$ cat src/rtl/write_data_dispatch.sv
// write_data_dispatch
//
// Buffers full-width frontend write words in a small FIFO and, on each
// backend write command, serializes the oldest word into BEATS
// backend-width beats on consecutive cycles. The word is popped at the
// edge that ends its last beat.
//
// Ports
//   i_clk        clock, all logic on the rising edge
//   i_rst        synchronous active-high reset
//   i_data       frontend write word, beat k = i_data[k*DATA_WIDTH +: DATA_WIDTH]
//   wr_en        push request (dropped while o_full)
//   o_full       registered, FIFO holds 2^FIFO_DEPTH words
//   o_empty      registered, FIFO holds no words
//   o_stall      registered, occupancy >= 2^STALL_WATERMARK
//   o_count      registered occupancy
//   i_burst_req  backend write command, requests one word
//   o_bk_data    registered beat data, held when o_bk_valid is low
//   o_bk_valid   registered beat valid
//   o_bk_last    registered, final beat of the burst
//   o_busy       registered, burst in progress
//   o_proto_err  sticky, burst request while empty or while busy

`ifndef BACKEND_WORD_SIZE
`define BACKEND_WORD_SIZE 64
`endif

module write_data_dispatch #(
  parameter int DATA_WIDTH      = `BACKEND_WORD_SIZE,
  parameter int BEATS           = 2,
  parameter int FIFO_DEPTH      = 4,
  parameter int STALL_WATERMARK = 3
) (
  input  logic                        i_clk,
  input  logic                        i_rst,
  input  logic [BEATS*DATA_WIDTH-1:0] i_data,
  input  logic                        wr_en,
  output logic                        o_full,
  output logic                        o_empty,
  output logic                        o_stall,
  output logic [FIFO_DEPTH:0]         o_count,
  input  logic                        i_burst_req,
  output logic [DATA_WIDTH-1:0]       o_bk_data,
  output logic                        o_bk_valid,
  output logic                        o_bk_last,
  output logic                        o_busy,
  output logic                        o_proto_err
);

  localparam int DEPTH  = 1 << FIFO_DEPTH;
  localparam int PTR_W  = FIFO_DEPTH + 1;
  localparam int WORD_W = BEATS * DATA_WIDTH;
  localparam int BEAT_W = $clog2(BEATS);

  localparam logic [BEAT_W-1:0] LAST_BEAT   = BEAT_W'(BEATS - 1);
  localparam logic [PTR_W-1:0]  STALL_COUNT = PTR_W'(1 << STALL_WATERMARK);

  typedef enum logic {
    IDLE,
    SEND
  } state_t;

  // Storage and pointers; the pointer MSB is the wrap bit.
  logic [WORD_W-1:0]     mem [DEPTH];
  logic [PTR_W-1:0]      wr_ptr;
  logic [PTR_W-1:0]      rd_ptr;
  logic [PTR_W-1:0]      n_wr_ptr;
  logic [PTR_W-1:0]      n_rd_ptr;
  logic [PTR_W-1:0]      n_count;

  // FSM
  state_t                state;
  state_t                n_state;
  logic [BEAT_W-1:0]     beat;
  logic [BEAT_W-1:0]     n_beat;

  // Next values of the registered beat outputs
  logic [DATA_WIDTH-1:0] n_bk_data;
  logic                  n_bk_valid;
  logic                  n_bk_last;

  logic                  wr_req;
  logic                  pop;
  logic                  proto_hit;

  logic [WORD_W-1:0]     rd_word;
  logic [DATA_WIDTH-1:0] rd_beats [BEATS];

  // Fullness is judged on the registered flag, so a push in the pop cycle
  // of a full FIFO is still dropped.
  assign wr_req = wr_en && !o_full;

  assign rd_word = mem[rd_ptr[FIFO_DEPTH-1:0]];

  for (genvar k = 0; k < BEATS; k++) begin : g_beat_split
    assign rd_beats[k] = rd_word[k*DATA_WIDTH +: DATA_WIDTH];
  end

  // NOTE: the storage array has no reset; only the pointers define which
  // entries are valid, so clearing the contents would buy nothing.
  always_ff @(posedge i_clk) begin
    if (wr_req) begin
      mem[wr_ptr[FIFO_DEPTH-1:0]] <= i_data;
    end
  end

  // ---------------------------------------------------------------------
  // FSM next-state and next-output logic
  // ---------------------------------------------------------------------
  // NOTE: every signal driven here gets a default first, so no path leaves
  // one unassigned and no latch is inferred.
  always_comb begin
    n_state    = state;
    n_beat     = beat;
    n_bk_data  = o_bk_data;
    n_bk_valid = 1'b0;
    n_bk_last  = 1'b0;
    pop        = 1'b0;
    proto_hit  = 1'b0;

    unique case (state)
      IDLE: begin
        if (i_burst_req) begin
          if (o_empty) begin
            proto_hit = 1'b1;
          end else begin
            // Beat 0 is registered at the accepting edge so it appears in
            // the first cycle after the request.
            n_state    = SEND;
            n_beat     = '0;
            n_bk_data  = rd_beats[0];
            n_bk_valid = 1'b1;
            n_bk_last  = (LAST_BEAT == '0);
          end
        end
      end

      SEND: begin
        // `beat` is the index currently on o_bk_data.
        proto_hit = i_burst_req;
        if (beat == LAST_BEAT) begin
          pop     = 1'b1;
          n_state = IDLE;
          n_beat  = '0;
        end else begin
          n_beat     = beat + 1'b1;
          n_bk_data  = rd_beats[n_beat];
          n_bk_valid = 1'b1;
          n_bk_last  = (n_beat == LAST_BEAT);
        end
      end

      default: begin
        n_state = IDLE;
      end
    endcase
  end

  // NOTE: sequential state uses non-blocking assignments so every register
  // samples the pre-edge values regardless of statement order.
  always_ff @(posedge i_clk) begin
    if (i_rst) begin
      state <= IDLE;
      beat  <= '0;
    end else begin
      state <= n_state;
      beat  <= n_beat;
    end
  end

  // ---------------------------------------------------------------------
  // Pointers and status, registered from next-state pointers
  // ---------------------------------------------------------------------
  assign n_wr_ptr = wr_ptr + PTR_W'(wr_req);
  assign n_rd_ptr = rd_ptr + PTR_W'(pop);
  assign n_count  = n_wr_ptr - n_rd_ptr;

  always_ff @(posedge i_clk) begin
    if (i_rst) begin
      wr_ptr  <= '0;
      rd_ptr  <= '0;
      o_full  <= 1'b0;
      o_empty <= 1'b1;
      o_stall <= 1'b0;
      o_count <= '0;
    end else begin
      wr_ptr  <= n_wr_ptr;
      rd_ptr  <= n_rd_ptr;
      o_full  <= (n_wr_ptr[FIFO_DEPTH] != n_rd_ptr[FIFO_DEPTH]) &&
                 (n_wr_ptr[FIFO_DEPTH-1:0] == n_rd_ptr[FIFO_DEPTH-1:0]);
      o_empty <= (n_wr_ptr == n_rd_ptr);
      o_stall <= (n_count >= STALL_COUNT);
      o_count <= n_count;
    end
  end

  // ---------------------------------------------------------------------
  // Backend beat outputs and protocol error flag
  // ---------------------------------------------------------------------
  always_ff @(posedge i_clk) begin
    if (i_rst) begin
      o_bk_data   <= '0;
      o_bk_valid  <= 1'b0;
      o_bk_last   <= 1'b0;
      o_busy      <= 1'b0;
      o_proto_err <= 1'b0;
    end else begin
      o_bk_data   <= n_bk_data;
      o_bk_valid  <= n_bk_valid;
      o_bk_last   <= n_bk_last;
      o_busy      <= (n_state == SEND);
      o_proto_err <= o_proto_err || proto_hit;
    end
  end

endmodule

$ cat config.mk
export PLATFORM = sky130hd
export DESIGN_NAME = write_data_dispatch
export DESIGN_NICKNAME = d
export VERILOG_FILES = /design/src/rtl/write_data_dispatch.sv
export SDC_FILE = /design/constraint.sdc
export NUM_CORES = 2
export LEC_CHECK = 0
export ABC_CLOCK_PERIOD_IN_PS = 26000
export CAP_MARGIN = 0
export CELL_PAD_IN_SITES_DETAIL_PLACEMENT = 1
export CELL_PAD_IN_SITES_GLOBAL_PLACEMENT = 1
export CORE_UTILIZATION = 59
export DETAILED_ROUTE_END_ITERATION = 8
export PLACE_DENSITY = 0.95
export SLEW_MARGIN = 20
export SYNTH_ARGS = -nofsm -noshare
export SYNTH_HDL_FRONTEND = slang
export SYNTH_SLANG_ARGS = --single-unit
$ cat constraint.sdc
create_clock -name i_clk -period 26 [get_ports i_clk]
set_clock_uncertainty 0.05 [all_clocks]
set_input_delay 7.8 -clock i_clk [delete_from_list [all_inputs] [get_ports i_clk]]
set_output_delay 7.8 -clock i_clk [all_outputs]
set_load 0.005 [all_outputs]
* After elaboration in Yosys (flattened, before gate mapping) *
Memory sizes are Yosys's and may differ from the RTL's. A register that Yosys moved wholly into a read port is not among the register bits.
Index checks and enable logic that the tools add are counted.

word-level totals
  register bits after elaboration = 86
  bits in latches = 0
  memory bits (writable) = 2048
  ROM bits = 0
  input port bits = 132
  output and inout port bits = 76
  word-level logic and storage cells = 56
  memories kept = 1

cells by class
  add/sub/neg operators = 4
  multiply operators = 0
  divide/modulo/power cells = 0
  $lt $le $gt $ge = 2
  eq/ne operators = 6
  shifts and indexed selects = 0
  multiplexer cells = 24
  bitwise logic cells = 2
  reduce and logical (&&, ||, !) cells = 6

memories
  memory  words  bits a word  rd ports  clocked after Yosys merged registers in  write ports  line  text
  mem     16     128          1         1                                        1            64    logic [WORD_W-1:0] mem [DEPTH];

operator list
  kind                   number
  $mux W64               6
  $pmux W64 S2           1
  $mux W1                12
  $add A5 B1 Y5          2
  $pmux W1 S2            4
  $ne A2 B2 Y1 const B   3
  $eq A5 B5 Y1           1
  $ge A5 B4 Y1 const B   1
  $sub A5 B5 Y5          1
  $eq A4 B4 Y1           1
  $mux W4                1
  $reduce_and A3 Y1      1
  $ge A2 B2 Y1 const B   1
  $logic_and A1 B1 Y1    2
  $not A1 Y2             1
  $reduce_and A2 Y1      1
  $add A1 B1 Y1 const B  1
  $logic_not A1 Y1       1
  $logic_or A1 B1 Y1     1
  $ne A1 B1 Y1           1
  $not A1 Y1             1

* Depth between registers and ports, before layout *
  word-level depth = 7
  mapped depth = 11
  mapped depth without buffers = 11

* Worst setup path after synthesis *
OpenSTA, ideal clock, no wires.

  path kind = in2reg
  from = input wr_en
  to = memory mem[0][0] (netlist name) (enable)
  library setup time = 0.772 ns
  data arrival time = 16.895 ns
  required time = 25.178 ns
  setup slack = 8.283 ns
  stages on the path = 3
  path buffers = 0
  cell sequence = nand2b_1 -> or3_1 -> nor3_1

on the way
  longest elaborated chain between the ends = 3

ends and longest elaborated chain
  element                        line  text
  from (decl)                    37    input logic wr_en,
  $logic_and A1 B1 Y1            91    assign wr_req = wr_en && !o_full;
  $mux W1                        102   if (wr_req) begin
  $mux W1 (not written as such)  103   mem[wr_ptr[FIFO_DEPTH-1:0]] <= i_data;
  to (decl)                      64

No other way between the ends.

* Worst setup path in the final report *
  from = input wr_en
  to = memory mem[5][119] (netlist name) (enable)

Same word-level chain as after synthesis.

==> flow_summary.yaml <==
run_status:
  status: "finished, final reports clean"
placed_design:
  io_buffer_count: 207
  dpl_worst_slack_ns: 13.83
  place_hpwl_mm: 126
  place_congestion: 0.804
final_layout:
  syn2layout_area_growth_pct: 13.6
  multiInputGateArea_um2: 16500
  n_fill_cell: 10258
  seq_area_um2: 63200
  utilization_pct: 67.5
  layout.nets: 3950
  drive_gt1_share_pct: 24.1
setup_path:
  worst_ep_arrival_ns: 12.14
  critPathMostFrequentCell: "buf_4"
  master_of_the_slowest_instance_on_the_critical_path: "buf_4"
  timing.critical_path.from_type: "primary input"
  crit_required_ns: 26.41
  critical-path-max-stage-delay_ns: 1.01
  cp_max_fanout: 59
  critPathKind: "primary input to register"
  path_cells: "clkdlybuf4s50_1 > nand2b_1 > nor2_1 > nand2_1 > nor2_4 > buf_4 > buf_4"
  worstSetupEndpointType: "register"
floorplanning:
  start_util_pct: 59.5
  core_area_um2: 135000
  die_area_um2: 138000
  ios: 208
  die_y_um: 372
  rows: 135
  die_w_um: 372
global_route:
  groute.usage.overall_pct: 38.4
  grt_pass1_wl_mm: 361
  antenna_violations_before_repair: 43
  global_route.overflow_total: 0
  grt_max_degree: 129
  vias_in_the_first_global_route: 43818
timing:
  timing.setup.tns_ns: 0
  final-hold-violation-count: 0
  setup_viol: 0
  setup_slack_ns: 14.27
  tightest_slew_ns: 1.30
  finalCriticalPeriod_ns: 11.73
  ratio_of_final_minimum_period_to_clock_period_pct: 45.1
  final_max_slew_viol_count: 0
  timing.fmax_mhz: 85.3
  max-slew-margin-rel_pct: 13.6
  grt_setup_unrepaired: "no"
clock_tree:
  clk_root_buffer_cell: "clkbuf_16"
  clock_pin_slew_of_the_registers_on_the_worst_case_setup_and_hold_paths_ns: 0.07
  clk-insertion-delay-late_ns: 0.88
  ctsHtreeMaxLevel: 4
  clk_path_buf_depth: 3
  tritoncts.num_buffers: 198
  cts.sink_count: 2134
  post_cts_resize_count: 0
  post_cts_buffers: 0
  tritoncts: "built"
  ctsHoldBuffers: 0
power_and_ir_drop:
  power-per-cell-area_nw_per_um2: 81.2
  clockPowerShare_pct: 43.3
  static-leakage-power_nw: 28.1
  power_frac_seq_pct: 52.2
  vdd_drop_max_uv: 63.5
  power.internal_w: 0.00568
  switching_share_pct: 23.5
  p_sw_w: 0.00175
  share_comb_of_total_power_pct: 4.5
synthesis:
  postSynth.topFlopCell: "edfxtp_1"
  synth_edf_count: 2048
  yosysTopAreaCellShare_pct: 76.3
  syn-num-nets: 3675
  synthTopCellsByArea: "edfxtp_1 (76%), mux4_2 (15%), dfxtp_1 (2.1%)"
  postSynth.asyncResetShare_pct: 0
  avgSynthCellArea_um2: 22.8
  post-synth-top-area-cell: "edfxtp_1"
  synthesis.yosys.warnings: 0
  area_of_the_mapped_netlist_um2: 80600
  ys_types: 51
  ys_ff_latch: 2134
  seq_area_frac_synth_pct: 78.5
  synthCells: 3536
worst_hold_path:
  holdCritPathClass: "register to register"
drt:
  detailedRoute.firstPassIterationCount: 8
  routed-via-count: 44652
  route.detailed.wl_per_inst_um: 47.9
  ant_nets_after_route: 0
  route.detailed.drc: 0
  post_drt_via_cell_ratio: 7.71
  wirelength_mm: 277
  initialDrtViolationCount: 9163
run:
  drv_cap: 0
==> synth_stat cells, drive strengths merged, types with 2 or more instances <==
master and instances:
o21ai 11, nor4 14, inv 6, buf 123, o31ai 2, o221ai 49, o211ai 2, clkbuf 72
a211oi 72, mux4 546, o32ai 2, ha 7, nand2b 7, nand2 33, and2 16, nand3 6
nor2 254, o22ai 11, nor3b 2, mux2i 70, mux2 14, nor3 11, dfxtp 86, a311oi 3
a22oi 6, a21oi 9, or4 2, xnor2 6, a221o 5, and3 2, xor2 5, a2111oi 6
edfxtp 2048, nor2b 19
==> area by class of cell <==
class                      instances  area share, %
multi-input combinational       1201           18.0
antenna                           24         0.0656
timing repair buffer             270           2.96
tap                             1781           2.44
clock inverter                   126           1.61
sequential                      2134           69.1
clock buffer                     247           5.79
inverter                           6         0.0328
==> kinds of logic (layout without fill, tap and decap cells) <==
logic type	Yosys count	after routing	share of synthesized area (%)
flops	2134	2134	78.5
other cells	0	24	0
compound gates	182	182	1.73
buf+inv	201	649	1.28
simple gates	370	370	1.97
fa+ha+maj	8	8	0.121
mux	630	630	16.3
xor+xnor	11	11	0.120
==> power by group through the flow <==
stage	registers, W	clock network [W]	logic, W
finish	0.00388	0.00322	0.000331
global route	0.00388	0.00329	0.000333
CTS	0.00387	0.00314	0.000314
detailed placement	0.00394	0	0.000294
global placement	0.00393	0	0.000267
floorplan	0.00393	0	0.000120
==> state kept, by name (all words and copies together), names as in the netlist <==
| register | count |
|---|---|
| o_bk_data | 64 |
| o_full | 1 |
| o_count | 5 |
| o_stall | 1 |
| wr_ptr | 5 |
| o_empty | 1 |
| beat | 1 |
| o_proto_err | 1 |
| rd_ptr | 5 |
| o_bk_last | 1 |
| mem | 2048 |
| o_busy | 1 |
==> path summary, 6_finish.rpt <==
path,start,to,slack [ns],cells past startpoint
worst min register to register,o_proto_err,o_proto_err,0.42,2
worst max register to register,rd_ptr[1],o_bk_data[61],19.86,9
worst min-delay path,o_proto_err,o_proto_err,0.42,2
worst max-delay path,wr_en,mem[5][119],14.27,7
==> stage by stage <==
stage | instance area, µm² | hold WS [ns] | std cells | power, W
floorplan | 80600 | 0.392 | 3536 | 0.00405
global placement | 84600 | 0.385 | 5389 | 0.00420
detailed placement | 84600 | 0.410 | 5389 | 0.00423
CTS | 91400 | 0.420 | 5762 | 0.00732
global route | 91500 | 0.427 | 5779 | 0.00750
finish | 91500 | 0.423 | 5789 | 0.00743
==> cell usage in the layout, fill, tap and decap left out, types with 6 or more instances in the layout <==
cell,synthesis,final
edfxtp_1,2048,2048
mux4_2,546,546
nor2_1,253,240
clkdlybuf4s50_1,0,207
clkbuf_16,0,201
dfxtp_1,86,82
a211oi_1,72,72
mux2i_1,70,70
buf_4,36,51
o221ai_1,49,49
clkinv_2,0,41
clkbuf_1,72,36
nand2_1,33,31
clkinv_1,0,31
bufinv_16,0,28
diode_2,0,24
nor2b_1,19,19
and2_1,15,15
nor4_1,14,14
mux2_2,14,14
nor2_4,0,13
o22ai_1,11,11
clkinvlp_4,0,10
clkbuf_8,0,10
buf_12,0,10
a21oi_1,9,9
nor3_1,11,7
ha_1,7,7
nand2b_1,7,6
nand3_1,6,6
xnor2_1,6,6
a22oi_1,6,6
a2111oi_0,6,6
o21ai_0,6,6
==> metal layers <==
metal | vias up | routed length (µm) | track usage (%)
met4 | 42 | 19600 | 18.4
met2 | 5180 | 132000 | 61.7
met5 | - | 292 | 0
met1 | 22726 | 87500 | 49.7
met3 | 1208 | 37300 | 9.43
li1 | 15496 | - | -
==> critical path: cells and delay by family <==
| kind | cells | cell delay [ns] |
|---|---|---|
| buffers and inverters | 3 | 2.54 |
| AND/OR/NAND/NOR | 4 | 1.65 |
No activity file was read; power rests on OpenSTA's default activity.
